### src/rtl/crc32aixm_pkg.sv
// Shared constants and state type for the CRC-32/AIXM engine.
package crc32aixm_pkg;

  localparam logic [31:0] CRC32AIXM_POLY = 32'h814141AB;
  localparam logic [31:0] CRC32AIXM_INIT = 32'h00000000;

  typedef enum logic [1:0] {
    IDLE,
    SHIFT,
    DONE
  } state_t;

endpackage

### src/rtl/crc32aixm_step.sv
// One MSB-first CRC-32/AIXM bit update; purely combinational.
module crc32aixm_step
  import crc32aixm_pkg::*;
(
  input  logic [31:0] crc,
  input  logic        data_bit,
  output logic [31:0] crc_next
);

  logic fb;

  assign fb       = crc[31] ^ data_bit;
  assign crc_next = {crc[30:0], 1'b0} ^ (fb ? CRC32AIXM_POLY : 32'h0000_0000);

endmodule

### src/rtl/crc32aixm_engine.sv
// CRC-32/AIXM byte-stream engine, bit-serial by default.
// Define CRC32AIXM_BYTE_PAR_EN to fold a whole byte per cycle.
module crc32aixm_engine
  import crc32aixm_pkg::*;
(
  input  logic        clk,
  input  logic        reset,
  input  logic        start,
  input  logic        in_valid,
  input  logic [7:0]  in_data,
  input  logic        in_last,
  output logic        in_ready,
  output logic        busy,
  output logic        done,
  output logic [31:0] crc_out
);

  state_t      state;
  state_t      state_next;
  logic [31:0] crc;
  logic        accept;

  // Reset is folded in so nothing is offered while it is held.
  assign in_ready = (state == IDLE) && !start && !reset;
  assign accept   = in_valid && in_ready;
  assign busy     = (state == SHIFT);
  assign done     = (state == DONE);
  assign crc_out  = crc;

  always_ff @(posedge clk) begin
    if (reset) state <= IDLE;
    else       state <= state_next;
  end

`ifdef CRC32AIXM_BYTE_PAR_EN

  logic [31:0] chain [0:8];

  assign chain[0] = crc;

  for (genvar i = 0; i < 8; i++) begin : g_step
    crc32aixm_step u_step (
      .crc      (chain[i]),
      .data_bit (in_data[7-i]),
      .crc_next (chain[i+1])
    );
  end

  always_comb begin
    state_next = state;
    if (start) begin
      state_next = IDLE;
    end else begin
      case (state)
        IDLE:    if (accept && in_last) state_next = DONE;
        default: state_next = IDLE;
      endcase
    end
  end

  always_ff @(posedge clk) begin
    if (reset)       crc <= 32'h0000_0000;
    else if (start)  crc <= CRC32AIXM_INIT;
    else if (accept) crc <= chain[8];
  end

`else

  logic [7:0]  shreg;
  logic        last_q;
  logic [2:0]  bit_cnt;
  logic [31:0] step_out;

  crc32aixm_step u_step (
    .crc      (crc),
    .data_bit (shreg[7]),
    .crc_next (step_out)
  );

  always_comb begin
    state_next = state;
    if (start) begin
      state_next = IDLE;
    end else begin
      case (state)
        IDLE:    if (accept) state_next = SHIFT;
        SHIFT:   if (bit_cnt == 3'd7) state_next = last_q ? DONE : IDLE;
        default: state_next = IDLE;
      endcase
    end
  end

  // The latched byte shifts out MSB first, one bit per SHIFT cycle.
  always_ff @(posedge clk) begin
    if (reset) begin
      crc     <= 32'h0000_0000;
      shreg   <= 8'h00;
      last_q  <= 1'b0;
      bit_cnt <= 3'd0;
    end else if (start) begin
      crc     <= CRC32AIXM_INIT;
      bit_cnt <= 3'd0;
    end else if (accept) begin
      shreg   <= in_data;
      last_q  <= in_last;
      bit_cnt <= 3'd0;
    end else if (state == SHIFT) begin
      crc     <= step_out;
      shreg   <= {shreg[6:0], 1'b0};
      bit_cnt <= bit_cnt + 3'd1;
    end
  end

`endif

endmodule

### config.mk
export PLATFORM = sky130hd
export DESIGN_NAME = crc32aixm_engine
export DESIGN_NICKNAME = d
export VERILOG_FILES = /design/src/rtl/crc32aixm_pkg.sv /design/src/rtl/crc32aixm_step.sv /design/src/rtl/crc32aixm_engine.sv
export SDC_FILE = /design/constraint.sdc
export NUM_CORES = 1
export LEC_CHECK = 0
export ABC_CLOCK_PERIOD_IN_PS = 3860
export CAP_MARGIN = 20
export CORE_MARGIN = 5
export CORE_UTILIZATION = 66
export CTS_CLUSTER_SIZE = 30
export DETAILED_ROUTE_END_ITERATION = 10
export DONT_BUFFER_PORTS = 1
export GPL_ROUTABILITY_DRIVEN = 0
export PLACE_DENSITY_LB_ADDON = 0.2
export REMOVE_ABC_BUFFERS = 1
export SKIP_CTS_REPAIR_TIMING = 1
export SYNTH_ARGS = -nofsm -noshare
export SYNTH_HDL_FRONTEND = slang
export SYNTH_SLANG_ARGS = --single-unit
### constraint.sdc
create_clock -name clk -period 3.86 [get_ports clk]
set_input_delay 0.386 -clock clk [delete_from_list [all_inputs] [get_ports clk]]
set_output_delay 0.386 -clock clk [all_outputs]
set_load 0.03 [all_outputs]
* Word level (Yosys, flattened, before mapping)
Index checks and enable logic that the tools add are counted.
** Cells by class
- Multipliers :: 0
- Bitwise operators :: 4
- Shift operators :: 0
- Div/mod/pow operators :: 0
- Reduce and logical (&&, ||, !) cells :: 13
- $add $sub $neg :: 1
- Multiplexer cells :: 7
- Eq/ne operators :: 5
- $lt $le $gt $ge :: 0
** Operators by type and width (count)
- $mux 32 :: 1
- $xor 32x32->32 :: 1
- $mux 8 :: 2
- $reduce_and 2->1 :: 4
- $mux 2 :: 3
- $pmux 2 s2 :: 1
- $add 3x1->3 const B :: 1
- $eq 3x3->1 const B :: 1
- $logic_and 1x1->1 :: 3
- $reduce_or 3->1 :: 1
- $eq 2x1->1 const B :: 1
- $eq 2x2->1 const B :: 1
- $logic_not 1->1 :: 2
- $logic_not 2->1 :: 1
- $ne 2x1->1 const B :: 1
- $ne 2x2->1 const B :: 1
- $not 1->1 :: 2
- $reduce_bool 2->1 :: 1
- $reduce_or 2->1 :: 1
- $xor 1x1->1 :: 1
** Storage, ports and cells
- Bits in read-only memories :: 0
- Output and inout port bits :: 35
- Register bits after elaboration :: 46
- Input port bits :: 13
- Memories kept :: 0
- Word-level logic and storage cells :: 35
- Bits in writable memories :: 0
- Bits in latches :: 0

* Depth between registers and ports, before layout
Gate-level depths: netlist of run 1.
- Depth in word-level cells :: 6
- Gate-level depth with buffers :: 6
- Gate-level depth less buffers :: 4

* By module
Synthesis of run 1 repeated with hierarchy kept, for this count alone.
** Second synthesis, totals
- Cells, all modules :: 249
- Area total of the unflattened synthesis :: 2149.6 sq um
** Modules (own cells, without submodules)
- crc32aixm_engine :: cells an instance 214, seq. area each 920.9 sq um, area each 1711.6 sq um, times used 1
- crc32aixm_step :: cells an instance 35, seq. area each 0.0 sq um, area each 437.9 sq um, times used 1

* Worst setup path after synthesis of run 1
Ideal clock, no wire load.
- Path kind :: flip-flop to flip-flop
- From :: register state[0]
- To :: register shreg[6]
- Data arrival time :: 1469 ps
- Data required time :: 3769 ps
- Cell stages (with the launch flop) :: 6
- Path slack :: 2301 ps
- Clock period less this slack :: 1559 ps
- Path buffers :: 1
- Setup time :: 91 ps
- Cells stage by stage :: dfxtp_1 nor4_4 and2_1 buf_4 nand2_1 a311oi_1
** On the way
- Longest elaborated chain between the ends :: 6
- Elaborated cells on any way between the ends :: 8
- Classes of those cells :: 1 x eq/ne; 1 x mux; 6 x reduce/logical
** Ends and longest elaborated chain
- start, declared :: RTL line crc32aixm_engine.sv:18 : state_t state;
- start signal, assigned :: RTL line crc32aixm_engine.sv:32 : else state <= state_next;
- $logic_not 2->1 * :: RTL line crc32aixm_engine.sv:24 : assign in_ready = (state == IDLE) && !start && !reset;
- $logic_and 1x1->1 * (2 in a row) :: RTL line crc32aixm_engine.sv:24
- via in_ready :: RTL line crc32aixm_engine.sv:12 : output logic in_ready,
- $logic_and 1x1->1 * :: RTL line crc32aixm_engine.sv:25 : assign accept = in_valid && in_ready;
- $reduce_bool 2->1 (no line)
- $reduce_and 2->1 (no line)
- end signal, assigned :: RTL line crc32aixm_engine.sv:104 : shreg <= in_data;
- end signal, assigned :: RTL line crc32aixm_engine.sv:109 : shreg <= {shreg[6:0], 1'b0};
- end, declared :: RTL line crc32aixm_engine.sv:69 : logic [7:0] shreg;
The timed path passes the listed nets; every way through them passes the cells marked *.
A chain may end at the register's enable or synchronous reset.

* Worst setup path after layout of run 1
- From :: register state[1]
- To :: output port busy
** On the way
- Longest elaborated chain between the ends :: 1
** Ends and longest elaborated chain
- $eq 2x1->1 :: RTL line crc32aixm_engine.sv:26 : assign busy = (state == SHIFT);
- end, declared :: RTL line crc32aixm_engine.sv:13 : output logic busy,
Every way passes these cells.

==> results.txt, run 1 <==
outcome: finished clean
Pwr Density: 403.3 nW/um2
fin crit period: 2075 ps
vias per inst: 5.496
fin cells: 254
fraction of layout cells with a size suffix above 1: 0.05882
chip height: 64.89 um
Synth-to-Final Area Change: -4.091%
xor/xnor share of the synthesized area: 0.06230
antenna cells: 0
I/O pin cnt: 48
row cnt: 20
syn_area_per_cell: 8.082 um2
Final Hold Fails: 0
Core Area: 2978 um2
RSZ-0062 raised after global routing: false
setup_tns: 0 ps
Max Fclk: 481.8 MHz
routed via count: 1396
Post-Synthesis Cell Area: 1988 um2
total power: 0.7691 mW
commonest non-fill, non-tap cells in the layout: nand2_1, dfxtp_1, a21oi_1, xnor2_1, nor2_1
placed cells: 245
H-tree levels: 2
Clock Sinks: 46
Die Span X: 64.89 um
hpwl dp: 2.411 mm
Setup Skew: 5.461 ps
clock latency on the worst-skew pair: 360 ps
Synth Area in Adders: 0.01259
HP Class: in2reg
global-route wire length before repair: 5.858 mm
CP Launch Type: flop
count of final setup violators: 0
DR pass1 iterations: 6
gr ovfl total: 0
largest net degree at the start of global routing: 38
final wirelength: 3.506 mm
Iter 0 DRT Violations: 76
CTS tree: done
Worst Path Arrival: 1690 ps
Root Driver: clkbuf_4
largest family of logic cells by synthesized area: simple AND/OR/NAND/NOR gates
GRT Total Usage: 0.1800
leading cell type in the layout, fill and taps excluded: nand2_1
fin crit share: 0.5377
Post-layout nets: 235
post-synthesis compound-gate area fraction: 0.1315
mux share of post-synthesis cell area: 0
CP Class: reg2out
DRT antenna net count: 0
CP required: 3470 ps
max_cap viols: 0
Yosys reg bits: 46
worst slew pin tran: 709.3 ps
Yosys cell types: 24
sequential area share after synthesis: 0.4632
die area: 4210 um2
DR WL/cell: 13.80 um
# DRC: 0
buffer depth of the longest clock path: 2
leakage power: 0.5791 nW
post-synthesis cell count: 246
number of global-route vias before repair: 1282
fillcell total: 256
simple-gate area share of the yosys netlist: 0.2171
Slew headroom: 0.5265
Peak VDD IR: 0.2451 mV
Yosys warning count: 0
starting density of the core: 0.6676
Setup crit end kind: output pin
critical path fanouts, max: 37
Worst-path clk slew: 130 ps
CTS Buf Count: 5
Slew Viols, Final: 0
Port Buffer Count: 0
initial antenna violation count: 0
sequential cells by signal (all words and copies together) (netlist names):
signal,count
bit_cnt,3
crc_out,32
last_q,1
shreg,8
state,2
cell usage after synthesis:
master / instances / area [um2]
dfxtp_1: 46 / 920.9
ha_1: 2 / 25.02
clkbuf_1: 4 / 15.01
xnor2_1: 11 / 96.34
buf_2: 6 / 30.03
buf_1: 3 / 11.26
nand2b_1: 4 / 25.02
nor4_4: 1 / 21.27
nor3_1: 1 / 5.000
and2_1: 1 / 6.260
a311oi_1: 7 / 61.31
o21ai_0: 1 / 5.000
nor2b_1: 2 / 12.51
o21ai_1: 1 / 5.000
a21oi_1: 35 / 175.2
nand2_1: 83 / 311.6
a211oi_1: 1 / 7.510
o21a_1: 1 / 7.510
inv_2: 1 / 3.750
or3_1: 1 / 6.260
xnor2_4: 1 / 27.53
or2_1: 1 / 6.260
nor2_1: 10 / 37.54
buf_4: 22 / 165.2
kinds of logic (layout without fill, tap and decap cells):
kind of cell,after synthesis,after routing
simple gates,104,104
compound gates,46,46
flops,46,46
buf+inv,36,11
xor+xnor,12,12
fa+ha+maj,2,2
path summary, 6_finish.rpt:
path / cells past startpoint / slack, ps / endpoint / startpoint
worst max-delay path: 3 / 1780 / busy / state[1]
worst min-delay path: 1 / 80 / last_q / reset
worst max register to register: 4 / 2050 / shreg[7] / state[0]
worst min register to register: 2 / 450 / state[1] / last_q
routing by layer:
| layer | vias to the layer above | GRT usage | routed length [um] |
|---|---|---|---|
| li1 | 724 | - | - |
| met1 | 631 | 0.2017 | 1441 |
| met2 | 35 | 0.3065 | 1748 |
| met3 | 6 | 0.05719 | 254 |
| met4 | 0 | 0.08707 | 61 |
| met5 | - | 0 | 0 |
where the power goes:
group	leakage, nW	internal (mW)	switching [mW]
registers	0.372	0.481	0.00490
clock network	0.0343	0.0877	0.152
logic	0.173	0.0165	0.0273
total	0.579	0.585	0.184
final cells by class:
| cell class | instances | area [um2] | area share |
|---|---|---|---|
| Inverter | 1 | 3.754 | 0.001969 |
| Tap cell | 33 | 41.29 | 0.02165 |
| Clock buffer | 6 | 51.30 | 0.02690 |
| Multi-Input combinational cell | 164 | 842.1 | 0.4416 |
| Clock inverter | 2 | 12.51 | 0.006562 |
| Sequential cell | 46 | 920.9 | 0.4829 |
| Timing Repair Buffer | 2 | 35.03 | 0.01837 |
worst max-delay path, stage by stage, from the launching register on:
cell	delay [ps]
dfxtp_1	370
nand2b_1	150
buf_4	240
inv_2	570
per-stage QoR:
stage | worst slack [ps] | instance area, um2 | util | hold slack, ps
2_1_floorplan | 1878 | 1767 | - | 414.4
3_3_place_gp | 2172 | 1815 | 0.6097 | 435.8
3_5_place_dp | 2058 | 1815 | 0.6097 | 434.7
4_1_cts | 1771 | 1879 | 0.6311 | 64.18
5_1_grt | 1642 | 1907 | 0.6403 | 48.19
6_report | 1785 | 1907 | 0.6403 | 76.26
(Power assumes the default switching activity.)
==> inputs of run 2 (changes only) <==
--- a/config.mk
+++ b/config.mk
@@ -5,10 +5,10 @@
 export SDC_FILE = /design/constraint.sdc
 export NUM_CORES = 1
 export LEC_CHECK = 0
-export ABC_CLOCK_PERIOD_IN_PS = 3860
+export ABC_CLOCK_PERIOD_IN_PS = 2050
 export CAP_MARGIN = 20
 export CORE_MARGIN = 5
-export CORE_UTILIZATION = 66
+export CORE_UTILIZATION = 61
 export CTS_CLUSTER_SIZE = 30
 export DETAILED_ROUTE_END_ITERATION = 10
 export DONT_BUFFER_PORTS = 1
==> constraint.sdc (replaced) <==
create_clock -name clk -period 2.05 [get_ports clk]
set_input_delay 0.205 -clock clk [delete_from_list [all_inputs] [get_ports clk]]
set_output_delay 0.205 -clock clk [all_outputs]
set_load 0.03 [all_outputs]
==> run 2 against run 1 <==
Final area grew 2.1%. Utilization is 0.78 points lower. Global-route usage is 0.96 points lower. Clock power grew 70%. Critical endpoint is now last_q.
==> results.txt, run 2 (synthesis gave the netlist of run 1 again) <==
Core Area: 3078 um2 (+3.4%)
CTS tree: done
max_cap viols: 0 (unchanged)
Hold Path Origin: reset
final wirelength: 3.609 mm (+2.9%)
Peak VDD IR: 0.4533 mV (+85%)
CP Launch Type: flop
leading cell type in the layout, fill and taps excluded: nand2_1
vias per inst: 5.343 (-2.8%)
DRT antenna net count: 0 (unchanged)
Port Buffer Count: 0 (unchanged)
critical path launch point: state[0]
Pwr Density: 724.8 nW/um2 (+80%)
leakage power: 0.5980 nW (+3.3%)
DR WL/cell: 13.32 um (-3.5%)
routed via count: 1448 (+3.7%)
antenna cells: 0 (unchanged)
Root Driver: clkbuf_4
number of global-route vias before repair: 1371 (+6.9%)
hpwl dp: 2.490 mm (+3.2%)
HP Class: in2reg
Slew headroom: 0.5950 (+0.06856)
die area: 4501 um2 (+6.9%)
clock latency on the worst-skew pair: 350 ps (about the same)
Setup Skew: 14.90 ps (+9.440 ps)
fin crit period: 1892 ps
I/O pin cnt: 48 (unchanged)
GRT Total Usage: 0.1704 (-0.009599)
Die Span X: 67.09 um (+3.4%)
design area: 1947 um2 (+2.1%)
buffer depth of the longest clock path: 2 (unchanged)
CTS Buf Count: 5 (unchanged)
commonest non-fill, non-tap cells in the layout: nand2_1, dfxtp_1, a21oi_1, xnor2_1, nor2_1
Post-layout nets: 241 (+2.6%)
initial antenna violation count: 0 (unchanged)
Util after Layout: 0.6325 (-0.007816)
Max Fclk: 528.5 MHz
Setup crit end kind: flop
Clock Sinks: 46 (unchanged)
worst slew pin tran: 606.2 ps (-103.1 ps)
Iter 0 DRT Violations: 128 (+68%)
placed cell areas: 1852 um2 (+2.0%)
Worst Path Arrival: 2190 ps (+500 ps)
DR pass1 iterations: 4 (-2)
starting density of the core: 0.6459 (-0.02171)
critical path fanouts, max: 9 (-76%)
gr ovfl total: 0 (unchanged)
fraction of layout cells with a size suffix above 1: 0.06167 (+0.002850)
H-tree levels: 2 (unchanged)
CP Class: reg2reg
chip height: 67.09 um (+3.4%)
count of final setup violators: 0 (unchanged)
Critical R2R Launch: state[0]
largest net degree at the start of global routing: 38 (unchanged)
row cnt: 20 (unchanged)
# DRC: 0 (unchanged)
fin crit share: 0.9229
Synth-to-Final Area Change: -2.077%
Worst-path clk slew: 120 ps (about the same)
outcome: finished clean
global-route wire length before repair: 5.878 mm (+0.34%)
Largest register FFs: 32 (unchanged)
Final Hold Fails: 0 (unchanged)
Slew Viols, Final: 0 (unchanged)
CP required: 2350 ps (-1120 ps)
## run 2: final timing paths
check / end / slack [ps] / cells after the start
min reg2reg: state[1] / 450 / 2
max reg2reg: last_q / 160 / 5
max: last_q / 160 / 5
min: shreg[0] / 20 / 2
## run 2: area by class of cell
class                   count  area [um2]
clock buffers               6       41.29
fillers                   283        1131
repair buffers              8       70.07
well taps                  44       55.05
inverters                   1       3.754
clock inverters             2       13.76
multi-input cells         164       842.1
flip-flops and latches     46       920.9
## run 2: metrics by stage
step,setup slack [ps],TNS (ps),hold slack (ps),power [mW],cells
6_report,158.0,0,18.01,1.411,271
5_1_grt,-23.95,-23.95,3.465,1.480,271
4_1_cts,198.5,0,-108.8,1.424,267
3_5_place_dp,566.3,0,280.2,1.015,259
3_3_place_gp,644.3,0,277.9,1.010,259
2_1_floorplan,68.47,0,274.1,0.9939,211
## run 2: power by group
part / total [mW] / switching, mW / internal (mW)
Combinational: 0.0883 / 0.0550 / 0.0333
Sequential: 0.914 / 0.00930 / 0.905
Clock: 0.409 / 0.274 / 0.135
Total: 1.41 / 0.338 / 1.07
## run 2: critical path, stage by stage, from the launching register on
cell           delay [ps]
dfxtp_1               380
nor4_4                330
and2_1                330
nand2_1                90
a21oi_1               140
dlygate4sd3_1         570
## run 2: layer usage
layer | track usage | part of all wire | wire (um) | up-vias
met5 | 0 | 0 | 0 | -
met4 | 0.05063 | 0.011 | 40 | 0
met3 | 0.07589 | 0.083 | 298 | 6
met1 | 0.1710 | 0.40 | 1453 | 658
li1 | - | - | - | 738
met2 | 0.3117 | 0.50 | 1818 | 46
==> edit 1, RTL diff (flow settings as in run 1) <==
Add a define of `CRC32AIXM_BYTE_PAR_EN`.
--- a/src/rtl/crc32aixm_engine.sv
+++ b/src/rtl/crc32aixm_engine.sv
@@ -2,2 +2,4 @@
 // Define CRC32AIXM_BYTE_PAR_EN to fold a whole byte per cycle.
+`define CRC32AIXM_BYTE_PAR_EN
+
 module crc32aixm_engine
Formal check against the unedited RTL: not equivalent (Yosys sat finds a counterexample within 4 cycles, from zero or initial values and one cycle with reset high).
==> edit 1 against run 1 <==
  * Non-clock buffer count is the same
  * Setup slack worse by 580 ps
  * Synthesized area increased by 7.2%
  * Routed wire length rose by 9.3%
  * Fmax is 22% lower
  * Cell area up 3.3%
  * Sequential cell count down 13
  * Die area up 6.1%
  * Critical endpoint is now crc_out[31]$_SDFFE_PP0P_
  * Largest cell class is now multi-input gates
Power is not compared: it rests on default switching activity, and its combinational part moved more than twofold at a synthesized area within 25%.
==> edit 1: results (changes against run 1) <==
- Worst-margin pin slew: 786 ps (was 709 ps)
- Status: completed (unchanged)
- Non-filler cells, final: 255 (was 254)
- CP top delay family: XOR/XNOR gates (was buffers and inverters)
- Worst EP arrival: 2920 ps (was 1690 ps)
- Leakage Power: 0.724 nW
- 1st-iter DRT viols: 53 (was 76)
- Leading cell types by count after synthesis: nand2_1 (41), xnor2_1 (36), buf_4 (33), dfxtp_1 (33), a21oi_1 (22) (was nand2_1 (83), dfxtp_1 (46), a21oi_1 (35))
- Library cells used by synthesis: 28 (was 24)
- Nets: 223 (was 235)
- Largest net degree at the start of global routing: 33 (was 38)
- Drt first pass iters: 4 (was 6)
- First-pass GRT wire length: 6480 um (was 5860 um)
- H-tree levels: 2 (unchanged)
- Layout cell share with drive strength beyond 1: 10.4% (was 5.88%)
- Placed cell count: 247 (was 245)
- Synth warn: 0 (unchanged)
- Worst-skew pair later-pin latency: 340 ps (was 360 ps)
- Filler Cell Count: 277 (was 256)
- Dpl hpwl: 2830 um (was 2410 um)
- Slowest cell on crit path: dfxtp_1 (was inv_2)
- CTS root buf: clkbuf_4 (unchanged)
- Critical Path Fanout Max: 5 (was 37)
- Top cells by area, synth: dfxtp_1 (31%), xnor2_1 (15%), buf_4 (12%) (was dfxtp_1 (46%), nand2_1 (16%), a21oi_1 (8.8%))
- Clock transition at path regs: 100 ps (was 130 ps)
- Number of buffers created by CTS: 5 (unchanged)
- Sequential fraction of the synthesis area: 31.0% (was 46.3%)
- Total Routing Usage GR: 19.4% (was 18.0%)
- Skew final: 6.07 ps (was 5.46 ps)
- WL/cell: 15.0 um (was 13.8 um)
- Maximum single-stage delay on the critical path: 590 ps (was 570 ps)
- Avg Inst Size Synth: 8.66 um^2 (was 8.08 um^2)
- Post-DP Area: 0.00190 mm^2 (was 0.00182 mm^2)
- Via density per instance: 5.35 (was 5.50)
- Number of global-route vias before repair: 1444 (was 1282)
==> edit 1: cell count changes in the layout (fill, tap and decap cells not counted), moves of 3 or more <==
cell      delta
nand2_1     -42
nand3_1      +4
o21ai_0      +5
xnor2_1     +25
xor3_2       +3
a21oi_1     -13
a311oi_1     -7
dfxtp_1     -13
xor2_1      +14
a211oi_1    +11
xnor2_2      +3
==> edit 1: final timing paths <==
| path | depth (start not counted) | slack [ps] | endpoint | from |
|---|---|---|---|---|
| max | 6 | 1210 | crc_out[31]$_SDFFE_PP0P_ | crc_out[27]$_SDFFE_PP0P_ |
| min | 1 | 190 | state[1]$_SDFFE_PP0P_ | in_last |
| max reg2reg | 6 | 1210 | crc_out[31]$_SDFFE_PP0P_ | crc_out[27]$_SDFFE_PP0P_ |
| min reg2reg | 2 | 630 | crc_out[20]$_SDFFE_PP0P_ | crc_out[20]$_SDFFE_PP0P_ |
==> edit 1: layer usage <==
layer / vias to the layer above / track usage (%) / wire, um
li1: 690 / - / -
met4: 0 / 7.61 / 60
met2: 40 / 34.2 / 1920
met3: 5 / 8.26 / 340
met5: - / 0 / 0
met1: 630 / 20.2 / 1510
==> edit 1: final cells by class <==
type | count | share of cell area (%)
clock inverters | 1 | 0.254
well taps | 44 | 2.79
repair buffers | 2 | 0.762
clock buffers | 7 | 3.30
flip-flops and latches | 33 | 33.5
multi-input cells | 168 | 59.4
==> edit 1: worst register-to-register path, cell delays in order, from the launching register on <==
cell and delay [ps]:
dfxtp_1 590, xor2_2 380, xor3_2 590, xor3_2 430, xnor2_1 140, or3_1 300, a21oi_1 150
==> edit 1: stage by stage <==
step           hold slack, ps  worst slack (ps)  utilization [%]
2_1_floorplan             532              1390                -
3_3_place_gp              540              1310             61.7
3_5_place_dp              535              1220             61.7
4_1_cts                   180              1190             64.0
5_1_grt                   186              1080             64.0
6_report                  187              1210             64.0
==> edit 1: logic make-up after synthesis <==
kind of cell | Yosys count | synth area share, %
buffers and inverters | 45 | 14.2
DFF | 33 | 31.0
xor gates and xnor gates | 60 | 30.2
other | 1 | 0.176
AOI/OAI and AO/OA | 42 | 11.4
and+or+nand+nor | 65 | 13.0
==> edit 1: power by group <==
group / internal [mW] / leakage (nW) / switching [mW]
registers: 0.369 / 0.269 / 0.0906
clock network: 0.105 / 0.0413 / 0.117
logic: 0.215 / 0.413 / 0.209
total: 0.689 / 0.724 / 0.416
==> edit 2, RTL diff (config.mk and constraints of run 1) <==
Made on the original files. The 3 states of `state_t` get a one-hot encoding in 3 bits.
--- a/src/rtl/crc32aixm_pkg.sv
+++ b/src/rtl/crc32aixm_pkg.sv
@@ -6,6 +6,6 @@
 
-  typedef enum logic [1:0] {
-    IDLE,
-    SHIFT,
-    DONE
+  typedef enum logic [2:0] {
+    IDLE  = 3'b001,
+    SHIFT = 3'b010,
+    DONE  = 3'b100
   } state_t;
Formal check against the unedited RTL: no difference found for any inputs over 10 cycles, from zero or initial values and one cycle with reset high; not proved beyond that.
==> edit 2 against run 1 <==
  * Routed wire length increased by 8.0%
  * Setup slack got worse by 130 ps
  * Global-route usage increased by 1.2 points
  * Non-clock buffer count increased by 1
  * Synthesized cell count increased by 2.8%
  * Sequential cell count increased by 1
  * Fmax decreased by 5.9%
  * Synthesized area increased by 6.2%
  * Total power increased by 5.7%
  * Sequential power increased by 2%
  * Cell area increased by 5.0%
  * Largest cell class unchanged
==> edit 2: results (changes against run 1) <==
- Worst-margin pin slew: 953 ps (was 709 ps)
- Largest net degree at the start of global routing: 42 (was 38)
- Worst EP arrival: 1820 ps (was 1690 ps)
- 1st-iter DRT viols: 86 (was 76)
- Reg-to-reg endpoint: crc_out[31]$_SDFFE_PP0P_ (was shreg[7]$_SDFFE_PP0P_)
- Reg2reg start: state[2]$_SDFFE_PP0P_ (was state[0]$_SDFFE_PP0P_)
- Skew final: 7.53 ps (was 5.46 ps)
- Top cells by area, synth: dfxtp_1 (45%), nand2_1 (14%), a21oi_1 (8.1%) (was dfxtp_1 (46%), nand2_1 (16%), a21oi_1 (8.8%))
- Nets: 241 (was 235)
- Dpl hpwl: 2660 um (was 2410 um)
- Mapped Cells: 253 (was 246)
- Max-Cap Viols: 0 (unchanged)
- Worst-skew pair later-pin latency: 360 ps (about the same)
- Fmax: 453 MHz (was 482 MHz)
- Total vias in the final route: 1476 (was 1396)
- Hold_ws: 83.7 ps (was 76.3 ps)
- Final setup fails: 0 (unchanged)
- First-pass GRT wire length: 6510 um (was 5860 um)
- Filler Cell Count: 268 (was 256)
- End of the critical path: busy (unchanged)
- Utilization after layout: 65.6% (was 64.0%)
- Critical Path Fanout Max: 36 (was 37)
- R2R setup slack: 1890 ps (was 2050 ps)
- Number of diodes: 0 (unchanged)
- Layout cell share with drive strength beyond 1: 6.64% (was 5.88%)
- Status: completed (unchanged)
- Via density per instance: 5.47 (was 5.50)
- Max IR drop VDD: 0.213 mV (was 0.245 mV)
- Total Routing Usage GR: 19.2% (was 18.0%)
- Ys flop type: dfxtp_1 (unchanged)
- Worst r2r path cells: 7 (was 4)
- Library cells used by synthesis: 29 (was 24)
- Post-DP Area: 0.00193 mm^2 (was 0.00182 mm^2)
- Drt first pass iters: 4 (was 6)
- IO Port Bufs: 0 (unchanged)
- Initial antenna violation count: 0 (unchanged)
- Leading cell types by count after synthesis: nand2_1 (80), dfxtp_1 (47), a21oi_1 (34) (was nand2_1 (83), dfxtp_1 (46), a21oi_1 (35))
- CTS root buf: clkbuf_4 (unchanged)
- Placed cell count: 263 (was 245)
- WL/cell: 14.0 um (was 13.8 um)
- Sequential fraction of the synthesis area: 44.6% (was 46.3%)
- Leakage Power: 0.671 nW (was 0.579 nW)
[edit 2: cell types whose count changed in the layout (fill, tap and decap cells not counted), sizes merged, moves of 2 or more]
cell           run 1  this run
xor2               0        12
xnor2             12         1
nor3               1         5
nand2             83        80
mux2i              0         2
nand2b             4         2
nor2              10        12
nor2b              2         0
o21ai              2         0
[edit 2: worst min-delay path by stage]
stage | start | to | cells past startpoint
2_1_floorplan | last_q$_SDFFE_PP0P_ | state[2]$_SDFFE_PP0P_ | 2
3_3_place_gp | last_q$_SDFFE_PP0P_ | state[2]$_SDFFE_PP0P_ | 2
6_report | reset | shreg[3]$_SDFFE_PP0P_ | 1
4_1_cts | reset | shreg[3]$_SDFFE_PP0P_ | 1
3_5_place_dp | last_q$_SDFFE_PP0P_ | state[2]$_SDFFE_PP0P_ | 2
5_1_grt | reset | last_q$_SDFFE_PP0P_ | 1
[edit 2: layout make-up]
cell class,count,area share [%]
Clock inverter,1,1.50
Inverter,2,0.375
Clock buffer,6,2.06
Tap cell,44,2.75
Sequential cell,47,47.0
Timing Repair Buffer,3,1.13
Multi-Input combinational cell,167,45.2
[edit 2: logic make-up (layout without fill, tap and decap cells)]
group / count (synthesis) / after routing / share of synthesized area (%)
adder cells (fa/ha/maj): 2 / 2 / 1.19
AO/OA/AOI/OAI: 43 / 43 / 12.3
multiplexers: 2 / 2 / 0.948
buffers and inverters: 39 / 12 / 12.6
AND/OR/NAND/NOR: 107 / 107 / 22.7
flip-flops: 47 / 47 / 44.6
XOR/XNOR: 13 / 13 / 5.75
[edit 2: critical path, stage by stage (launching register included)]
cell,delay (ps)
dfxtp_1,420
nor2_1,150
nand2_1,70
buf_4,250
inv_2,560
[edit 2: where the power goes]
group          leakage (nW)  switching [mW]  internal [mW]
registers             0.380         0.00515          0.490
logic                 0.254          0.0248         0.0144
clock network        0.0383           0.145          0.134
total                 0.671           0.175          0.638
[edit 2: routing by layer]
layer	GRT usage [%]	wire length, um	share of wire, %
met5	0	0	0
met4	6.35	51	1.3
met1	20.0	1500	40
met2	34.2	1910	50
met3	8.26	324	8.6
